===== src/rtl/round_pipe_if.sv =====
// Handshake bus for the round_pipe rounding stage: input beat side and result side.
// The DUT uses the slave modport and the beat source/sink uses master.
interface round_pipe_if #(
    parameter int EW = 8,
    parameter int MW = 50,
    parameter int FW = 23
);
    logic          in_valid;
    logic          in_ready;
    logic          in_op;
    logic [1:0]    in_rm;
    logic          in_s;
    logic [EW-1:0] in_e;
    logic [MW-1:0] in_m;
    logic          out_valid;
    logic          out_ready;
    logic          out_op;
    logic          out_s;
    logic [EW-1:0] out_e;
    logic [FW-1:0] out_m;
    logic          out_inexact;
    logic          out_ovf;

    modport master (
        output in_valid, in_op, in_rm, in_s, in_e, in_m, out_ready,
        input  in_ready, out_valid, out_op, out_s, out_e, out_m, out_inexact, out_ovf
    );

    modport slave (
        input  in_valid, in_op, in_rm, in_s, in_e, in_m, out_ready,
        output in_ready, out_valid, out_op, out_s, out_e, out_m, out_inexact, out_ovf
    );
endinterface


===== src/rtl/round_pipe.sv =====
// Two-register IEEE-754 rounding stage (half/single, four rounding modes) with
// valid/ready handshake and a saturating counter of delivered inexact results.
module round_pipe #(
    parameter int EW    = 8,
    parameter int MW    = 50,
    parameter int FW_H  = 10,
    parameter int LSB_H = 10,
    parameter int FW_S  = 23,
    parameter int LSB_S = 23,
    parameter int CNT_W = 16
) (
    input  logic             clk,
    input  logic             rst_n,
    round_pipe_if.slave      bus,
    input  logic             cnt_clr,
    output logic [CNT_W-1:0] inexact_cnt
);
    localparam int EH = 5;

    logic [FW_S-1:0] frac_s;
    logic            g_s;
    logic            st_s;
    logic [EW-1:0]   e_s;
    logic            at_max_s;
    logic            rnd_s;
    logic            inc_s;

    logic            s1_valid_r;
    logic            s1_op_r;
    logic            s1_s_r;
    logic [EW-1:0]   s1_e_r;
    logic [FW_S-1:0] s1_frac_r;
    logic            s1_inc_r;
    logic            s1_inexact_r;

    logic [FW_S:0]   sum_s;
    logic            carry_s;
    logic [EW:0]     e_next_s;
    logic [EW:0]     emax_s;
    logic [FW_S-1:0] m_next_s;
    logic            ovf_s;
    logic            s2_adv_s;

    logic            out_valid_r;
    logic            out_op_r;
    logic            out_s_r;
    logic [EW-1:0]   out_e_r;
    logic [FW_S-1:0] out_m_r;
    logic            out_inexact_r;
    logic            out_ovf_r;
    logic [CNT_W-1:0] cnt_r;

    logic            unused_hidden_s;
    assign unused_hidden_s = ^bus.in_m[MW-1:LSB_S+FW_S];

    // Extract fraction, guard and sticky for the beat's format; half exponent uses its low bits only.
    always_comb begin
        if (bus.in_op) begin
            frac_s   = bus.in_m[LSB_S +: FW_S];
            g_s      = bus.in_m[LSB_S-1];
            st_s     = |bus.in_m[LSB_S-2:0];
            e_s      = bus.in_e;
            at_max_s = &bus.in_e;
        end else begin
            frac_s   = {{(FW_S-FW_H){1'b0}}, bus.in_m[LSB_H +: FW_H]};
            g_s      = bus.in_m[LSB_H-1];
            st_s     = |bus.in_m[LSB_H-2:0];
            e_s      = {{(EW-EH){1'b0}}, bus.in_e[EH-1:0]};
            at_max_s = &bus.in_e[EH-1:0];
        end
    end

    // Increment decision per rounding mode.
    always_comb begin
        rnd_s = 1'b0;
        case (bus.in_rm)
            2'b00:   rnd_s = g_s & (st_s | frac_s[0]);
            2'b01:   rnd_s = 1'b0;
            2'b10:   rnd_s = ~bus.in_s & (g_s | st_s);
            2'b11:   rnd_s = bus.in_s & (g_s | st_s);
            default: rnd_s = 1'b0;
        endcase
    end

    // inf/NaN inputs are never rounded, which also keeps the exponent add from wrapping.
    assign inc_s        = rnd_s & ~at_max_s;
    assign s2_adv_s     = ~out_valid_r | bus.out_ready;
    assign bus.in_ready = ~s1_valid_r | s2_adv_s;

    // Stage 1: capture the beat and its rounding decision.
    always_ff @(posedge clk or negedge rst_n) begin
        if (!rst_n) begin
            s1_valid_r   <= 1'b0;
            s1_op_r      <= 1'b0;
            s1_s_r       <= 1'b0;
            s1_e_r       <= {EW{1'b0}};
            s1_frac_r    <= {FW_S{1'b0}};
            s1_inc_r     <= 1'b0;
            s1_inexact_r <= 1'b0;
        end else if (bus.in_ready) begin
            s1_valid_r <= bus.in_valid;
            if (bus.in_valid) begin
                s1_op_r      <= bus.in_op;
                s1_s_r       <= bus.in_s;
                s1_e_r       <= e_s;
                s1_frac_r    <= frac_s;
                s1_inc_r     <= inc_s;
                s1_inexact_r <= g_s | st_s;
            end
        end
    end

    // Apply the increment; a carry out of the fraction bumps the exponent.
    always_comb begin
        sum_s    = {1'b0, s1_frac_r} + {{FW_S{1'b0}}, s1_inc_r};
        carry_s  = s1_op_r ? sum_s[FW_S] : sum_s[FW_H];
        e_next_s = {1'b0, s1_e_r} + {{EW{1'b0}}, carry_s};
        emax_s   = s1_op_r ? {1'b0, {EW{1'b1}}} : {{(EW+1-EH){1'b0}}, {EH{1'b1}}};
        ovf_s    = carry_s & (e_next_s == emax_s);
        if (carry_s) begin
            m_next_s = {FW_S{1'b0}};
        end else if (s1_op_r) begin
            m_next_s = sum_s[FW_S-1:0];
        end else begin
            m_next_s = {{(FW_S-FW_H){1'b0}}, sum_s[FW_H-1:0]};
        end
    end

    // Stage 2: output register, held while the sink stalls.
    always_ff @(posedge clk or negedge rst_n) begin
        if (!rst_n) begin
            out_valid_r   <= 1'b0;
            out_op_r      <= 1'b0;
            out_s_r       <= 1'b0;
            out_e_r       <= {EW{1'b0}};
            out_m_r       <= {FW_S{1'b0}};
            out_inexact_r <= 1'b0;
            out_ovf_r     <= 1'b0;
        end else if (s2_adv_s) begin
            out_valid_r <= s1_valid_r;
            if (s1_valid_r) begin
                out_op_r      <= s1_op_r;
                out_s_r       <= s1_s_r;
                out_e_r       <= e_next_s[EW-1:0];
                out_m_r       <= m_next_s;
                out_inexact_r <= s1_inexact_r;
                out_ovf_r     <= ovf_s;
            end
        end
    end

    // Saturating count of inexact results handed downstream; clear wins.
    always_ff @(posedge clk or negedge rst_n) begin
        if (!rst_n) begin
            cnt_r <= {CNT_W{1'b0}};
        end else if (cnt_clr) begin
            cnt_r <= {CNT_W{1'b0}};
        end else if (out_valid_r & bus.out_ready & out_inexact_r & ~(&cnt_r)) begin
            cnt_r <= cnt_r + {{(CNT_W-1){1'b0}}, 1'b1};
        end
    end

    assign bus.out_valid   = out_valid_r;
    assign bus.out_op      = out_op_r;
    assign bus.out_s       = out_s_r;
    assign bus.out_e       = out_e_r;
    assign bus.out_m       = out_m_r;
    assign bus.out_inexact = out_inexact_r;
    assign bus.out_ovf     = out_ovf_r;
    assign inexact_cnt     = cnt_r;
endmodule


===== src/flat_wrapper.sv =====
// flat-port wrapper written by rule: the top's interface ports become plain ports
module round_pipe_flat 
#(
    parameter int EW    = 8,
    parameter int MW    = 50,
    parameter int FW_H  = 10,
    parameter int LSB_H = 10,
    parameter int FW_S  = 23,
    parameter int LSB_S = 23,
    parameter int CNT_W = 16
)
  (clk, rst_n, cnt_clr, inexact_cnt, bus_in_valid, bus_in_op, bus_in_rm, bus_in_s, bus_in_e, bus_in_m, bus_out_ready, bus_in_ready, bus_out_valid, bus_out_op, bus_out_s, bus_out_e, bus_out_m, bus_out_inexact, bus_out_ovf);
  round_pipe_if #(.EW(EW), .MW(MW), .FW((23))) bus_i ();
  input  logic clk;
  input  logic rst_n;
  input  logic cnt_clr;
  output logic [CNT_W-1:0] inexact_cnt;
  input wire logic [$bits(bus_i.in_valid)-1:0] bus_in_valid;
  input wire logic [$bits(bus_i.in_op)-1:0] bus_in_op;
  input wire logic [$bits(bus_i.in_rm)-1:0] bus_in_rm;
  input wire logic [$bits(bus_i.in_s)-1:0] bus_in_s;
  input wire logic [$bits(bus_i.in_e)-1:0] bus_in_e;
  input wire logic [$bits(bus_i.in_m)-1:0] bus_in_m;
  input wire logic [$bits(bus_i.out_ready)-1:0] bus_out_ready;
  output wire logic [$bits(bus_i.in_ready)-1:0] bus_in_ready;
  output wire logic [$bits(bus_i.out_valid)-1:0] bus_out_valid;
  output wire logic [$bits(bus_i.out_op)-1:0] bus_out_op;
  output wire logic [$bits(bus_i.out_s)-1:0] bus_out_s;
  output wire logic [$bits(bus_i.out_e)-1:0] bus_out_e;
  output wire logic [$bits(bus_i.out_m)-1:0] bus_out_m;
  output wire logic [$bits(bus_i.out_inexact)-1:0] bus_out_inexact;
  output wire logic [$bits(bus_i.out_ovf)-1:0] bus_out_ovf;
  assign bus_i.in_valid = bus_in_valid;
  assign bus_i.in_op = bus_in_op;
  assign bus_i.in_rm = bus_in_rm;
  assign bus_i.in_s = bus_in_s;
  assign bus_i.in_e = bus_in_e;
  assign bus_i.in_m = bus_in_m;
  assign bus_i.out_ready = bus_out_ready;
  assign bus_in_ready = bus_i.in_ready;
  assign bus_out_valid = bus_i.out_valid;
  assign bus_out_op = bus_i.out_op;
  assign bus_out_s = bus_i.out_s;
  assign bus_out_e = bus_i.out_e;
  assign bus_out_m = bus_i.out_m;
  assign bus_out_inexact = bus_i.out_inexact;
  assign bus_out_ovf = bus_i.out_ovf;
  round_pipe #(.EW(EW), .MW(MW), .FW_H(FW_H), .LSB_H(LSB_H), .FW_S(FW_S), .LSB_S(LSB_S), .CNT_W(CNT_W)) u_core (.clk(clk), .rst_n(rst_n), .bus(bus_i), .cnt_clr(cnt_clr), .inexact_cnt(inexact_cnt));
endmodule

===== config.mk =====
export PLATFORM = sky130hd
export DESIGN_NAME = round_pipe_flat
export DESIGN_NICKNAME = d
export VERILOG_FILES = /design/src/rtl/round_pipe_if.sv /design/src/rtl/round_pipe.sv /design/src/flat_wrapper.sv
export SDC_FILE = /design/constraint.sdc
export NUM_CORES = 1
export LEC_CHECK = 0
export CORE_ASPECT_RATIO = 2
export CORE_MARGIN = 2
export CORE_UTILIZATION = 53
export CTS_CLUSTER_DIAMETER = 150
export DETAILED_ROUTE_END_ITERATION = 7
export GPL_TIMING_DRIVEN = 0
export PLACE_DENSITY = 0.95
export SLEW_MARGIN = 20
export SYNTH_ARGS = -nofsm -noshare
export SYNTH_HDL_FRONTEND = slang
export SYNTH_SLANG_ARGS = --single-unit

===== constraint.sdc =====
create_clock -name clk -period 7 [get_ports clk]
set_clock_uncertainty 0.15 [all_clocks]
set_input_delay 1.4 -clock clk [delete_from_list [all_inputs] [get_ports clk]]
set_output_delay 1.4 -clock clk [all_outputs]
set_load 0.02 [all_outputs]

==> results by stage <==
Floorplanning:
- The standard cell core area is 8233 sq um.
- The number of placement rows is 47.
- The die outline area is 9213 sq um.
- The horizontal die dimension is between 60 and 70 um.
- Pin placement for this block handled between 100 and 150 I/O pins.
- The starting density of the core is between 50 and 60%.
- The die extent in y is 133.8 um.

Critical path:
- Across all register-to-register paths, the minimum setup slack is around 3200 ps.
- The startpoint-to-endpoint class of the critical path is input pin to output pin.
- The startpoint identified for the worst register-to-register timing path is u_core.s1_inc_r.
- The endpoint of the worst setup timing path is bus_in_ready.
- The largest driver fanout on the critical path is 3.
- The startpoint type of the worst setup path is an input pin.
- At the worst endpoint, the required time is ~5500 ps.
- Data arrives at the worst endpoint at around 2700 ps.
- The worst setup path is captured at an output pin.
- The worst register-to-register path has a depth of 14.
- The worst register-to-register path ends at u_core.bus.out_ovf.
- In this run the worst setup path begins at bus_out_ready.

Final layout:
- Cells fill between 70% and 80% of the core in the end.
- The share of post-route cells with drive strength above 1 is approximately 5%.
- The number of antenna diodes is 0.
- The layout has 565 filler cells.
- Summing all flip-flop and latch instances after layout gives roughly 2200 sq um.
- Relative to the synthesized area, the layout overhead comes to 35.81%.
- Summing all multi-input logic gate instances after layout gives about 2100 sq um.
- The net count of the finished layout is between 600 and 700.

Clock network:
- The number of clock buffers added by TritonCTS is 9.
- The clock slew at the register clock pins of the worst setup and hold paths is ~60 ps.
- The CTS tree is built.
- The maximum clock path buffer count is 2.
- The buffers inserted during post-CTS setup optimization is 0.
- The depth of the CTS H-tree is 3.
- The insertion delay of the later-clocked pin in the worst-skew pair is between 300 and 400 ps.
- After clock tree synthesis, the repair step resized 0 gates.
- Clock tree synthesis selected as its root buffer the cell sky130_fd_sc_hd__clkbuf_16.
- After clock tree synthesis, the flow added hold-fix buffers numbering 0.
- The number of clock sinks is slightly below 90.

Yosys:
- The post-synthesis sequential element count is between 80 and 90.
- The instance count of the mapped netlist is between 400 and 500.
- The synthesized area per cell is around 9.4 sq um.
- Counting every net in the synthesized netlist gives 547.
- After synthesis, the largest family of logic cells by area is simple AND/OR/NAND/NOR gates.
- The async set-or-reset flop fraction in the synthesized netlist is between 90% and 100%.
- The largest total area in the synthesized netlist belongs to sky130_fd_sc_hd__dfrtp_1.
- The number of synthesized flops with an enable pin is 0.
- For this run, the number of Yosys warnings is 0.
- The unique cell type count in the Yosys netlist is 44.
- The multiplexer fraction of the synthesized cell area is 5.020%.
- Of the total synthesized cell area, the portion taken by AND, OR, NAND and NOR gates is approximately 22%.
- The fraction of the mapped netlist area in compound gates is 11.55%.
- The post-synthesis xor/xnor area fraction is roughly 8.2%.
- The share of synthesized area in the top cell type comes to 49.36%.
- The most frequently used cell type in the post-synthesis netlist is sky130_fd_sc_hd__nand2_1.
- The summed instance area of the synthesized netlist is between 4000 and 5000 sq um.
- The share of synthesized cell area in full adder, half adder and majority cells is around 1.4%.
- By area the synthesized netlist is led by sky130_fd_sc_hd__dfrtp_1, sky130_fd_sc_hd__nand2_1, sky130_fd_sc_hd__xor2_1.
- The leading register cell type out of synthesis is sky130_fd_sc_hd__dfrtp_1.
- Summing the sequential cell areas from Yosys gives about half of the chip area.
- The commonest cells after synthesis are sky130_fd_sc_hd__nand2_1, sky130_fd_sc_hd__dfrtp_1, sky130_fd_sc_hd__o21ai_0.

Power:
- The analysis attributes to cell leakage a power of ~2.5 nW.
- The worst-case IR drop observed on VDD is 0.0001983 V.
- The completed layout was analyzed and its total power is between 1 and 1.5 mW.
- In this run the power density over the cells is between 200 and 250 nW/um^2.

Global route:
- The global-route wire length before repair is approximately 18000 um.
- Global routing used 27.06% of the available tracks across all layers.
- The via count of the first global-routing pass is 3994.
- The largest net degree at the start of global routing is 64.
- The total overflow left after global routing is 0.
- The number of antenna violations at the first check in global routing is 0.

Timing:
- Setup violations remaining at the end of the flow were counted as 0.
- Across all setup checks in the final design, the least slack found is 2782 ps.
- The remaining max-slew budget at the tightest pin is around 50%.
- The minimum period implied by the final worst setup slack is 4218 ps.
- Setup repair after global routing left no endpoint under its margin.
- The portion of the clock cycle consumed by the worst path in the final layout is 60.26%.
- The transition time of the tightest slew-check pin is around 750 ps.
- The final hold violation count is 0.
- Based on the critical path, the design can be clocked at up to 237.1 MHz.
- Hold is met by around 330 ps.
- The total negative slack for setup checks is 0 ps.
- The final max-slew violation count is 0.

Routing:
- In the routed design, unresolved DRC markers number 0.
- The total length of routed wires is about 12000 um.
- The routed layout has around 4000 vias.
- The number of antenna-violating nets in the routed design is 0.
- The number of DRC markers after the initial detailed-route iteration is 227.
- Dividing the detail-routed via count by the number of cells gives approximately 5.8.
- The wire length per cell after detailed routing is 16.59 um.
- The iteration count of the initial detailed-routing pass is 6.

Placement:
- After legalization and detailed placement, the total HPWL measured between 9000 and 10000 um.
- Before CTS, the worst setup slack after placement is about 2800 ps.
- During placement, the flow inserted port buffers numbering ~110.
- The global placement routability congestion is 0.8350.

Min path:
- The type of the tightest min-delay check is flop to flop.

Job:
- The max-capacitance violation count is 0.

Run status:
- The flow ran to the end, and the final reports show no timing, DRC or antenna violations.
==> final cells by class <==
type	count	share of cell area, %
clock buffer	14	4.687
sequential	88	36.34
inverter	6	0.3717
buffer	26	1.776
tap	98	2.024
timing repair buffer	114	19.08
clock inverter	2	0.5782
multi-input combinational	355	35.14
==> logic make-up (layout without fill, tap and decap cells) <==
| family | Yosys count | count (layout) |
|---|---|---|
| adders and majority gates | 5 | 5 |
| and+or+nand+nor | 200 | 200 |
| xor gates and xnor gates | 42 | 42 |
| AOI/OAI and AO/OA | 87 | 87 |
| muxes | 21 | 21 |
| buffers and inverters | 32 | 162 |
| DFF | 88 | 88 |
==> metal layers <==
metal	share of wire (%)	GRT usage [%]	vias up
met3	4.6	4.054	21
met4	2.7	12.85	0
met2	58	51.01	176
met1	34	26.92	1939
li1	-	-	1916
met5	0	0	-
==> worst min-delay path by stage <==
stage / slack, ps / cells past startpoint / from / endpoint
after global routing: 360 / 2 / u_core.bus.out_m[20] / u_core.bus.out_m[20]
after CTS: 330 / 2 / u_core.bus.out_e[3] / u_core.bus.out_e[3]
final: 330 / 2 / u_core.bus.out_e[3] / u_core.bus.out_e[3]
after global placement: 310 / 2 / u_core.bus.out_s / u_core.bus.out_s
after floorplan: 280 / 2 / u_core.s1_s_r / u_core.bus.out_s
after detailed placement: 320 / 2 / u_core.bus.out_e[3] / u_core.bus.out_e[3]
==> cells in the final DEF (no fill, tap or decap), types with 2 or more instances in the layout <==
cell and n:
sky130_fd_sc_hd__nor4_1 4, sky130_fd_sc_hd__and2_1 4, sky130_fd_sc_hd__o31ai_1 10, sky130_fd_sc_hd__nand3_1 22, sky130_fd_sc_hd__buf_1 2, sky130_fd_sc_hd__nand2b_1 5
sky130_fd_sc_hd__o2111ai_1 5, sky130_fd_sc_hd__a21oi_1 6, sky130_fd_sc_hd__and4_1 6, sky130_fd_sc_hd__mux2_2 7, sky130_fd_sc_hd__o211ai_1 7, sky130_fd_sc_hd__mux2i_1 13
sky130_fd_sc_hd__xor2_1 29, sky130_fd_sc_hd__nor2_1 23, sky130_fd_sc_hd__clkdlybuf4s50_1 112, sky130_fd_sc_hd__nand4_1 11, sky130_fd_sc_hd__inv_1 5, sky130_fd_sc_hd__and3_1 8
sky130_fd_sc_hd__clkbuf_16 9, sky130_fd_sc_hd__a31oi_1 2, sky130_fd_sc_hd__or3_1 3, sky130_fd_sc_hd__dfrtp_1 88, sky130_fd_sc_hd__xnor2_1 13, sky130_fd_sc_hd__nor3_1 7
sky130_fd_sc_hd__nand2_1 100, sky130_fd_sc_hd__ha_1 5, sky130_fd_sc_hd__nor3b_1 2, sky130_fd_sc_hd__o21ai_0 50, sky130_fd_sc_hd__clkbuf_8 4, sky130_fd_sc_hd__clkbuf_1 22
==> registers in the layout, summed over array words and instances (netlist names) <==
signal / flops
u_core.bus.out_e: 8
u_core.bus.out_inexact: 1
u_core.bus.out_m: 23
u_core.bus.out_op: 1
u_core.bus.out_ovf: 1
u_core.bus.out_s: 1
u_core.bus.out_valid: 1
u_core.inexact_cnt: 16
u_core.s1_e_r: 8
u_core.s1_frac_r: 23
u_core.s1_inc_r: 1
u_core.s1_inexact_r: 1
u_core.s1_op_r: 1
u_core.s1_s_r: 1
u_core.s1_valid_r: 1
==> critical path, stage by stage <==
cell and delay [ps]:
sky130_fd_sc_hd__clkdlybuf4s50_1 480, sky130_fd_sc_hd__nand3b_1 160, sky130_fd_sc_hd__clkdlybuf4s50_1 630
==> power by group <==
group | internal [mW] | switching [mW] | leakage (nW)
Sequential | 0.573 | 0.0618 | 1.13
Combinational | 0.157 | 0.169 | 1.25
Clock | 0.315 | 0.187 | 0.159
Total | 1.04 | 0.418 | 2.55
==> through the flow <==
stage,area [sq um],cells
6_report,6060,703
5_1_grt,6060,703
4_1_cts,6060,703
3_5_place_dp,5741,687
3_3_place_gp,5715,686
2_1_floorplan,4462,475
Note: power is estimated with default switching activity, not from simulation.
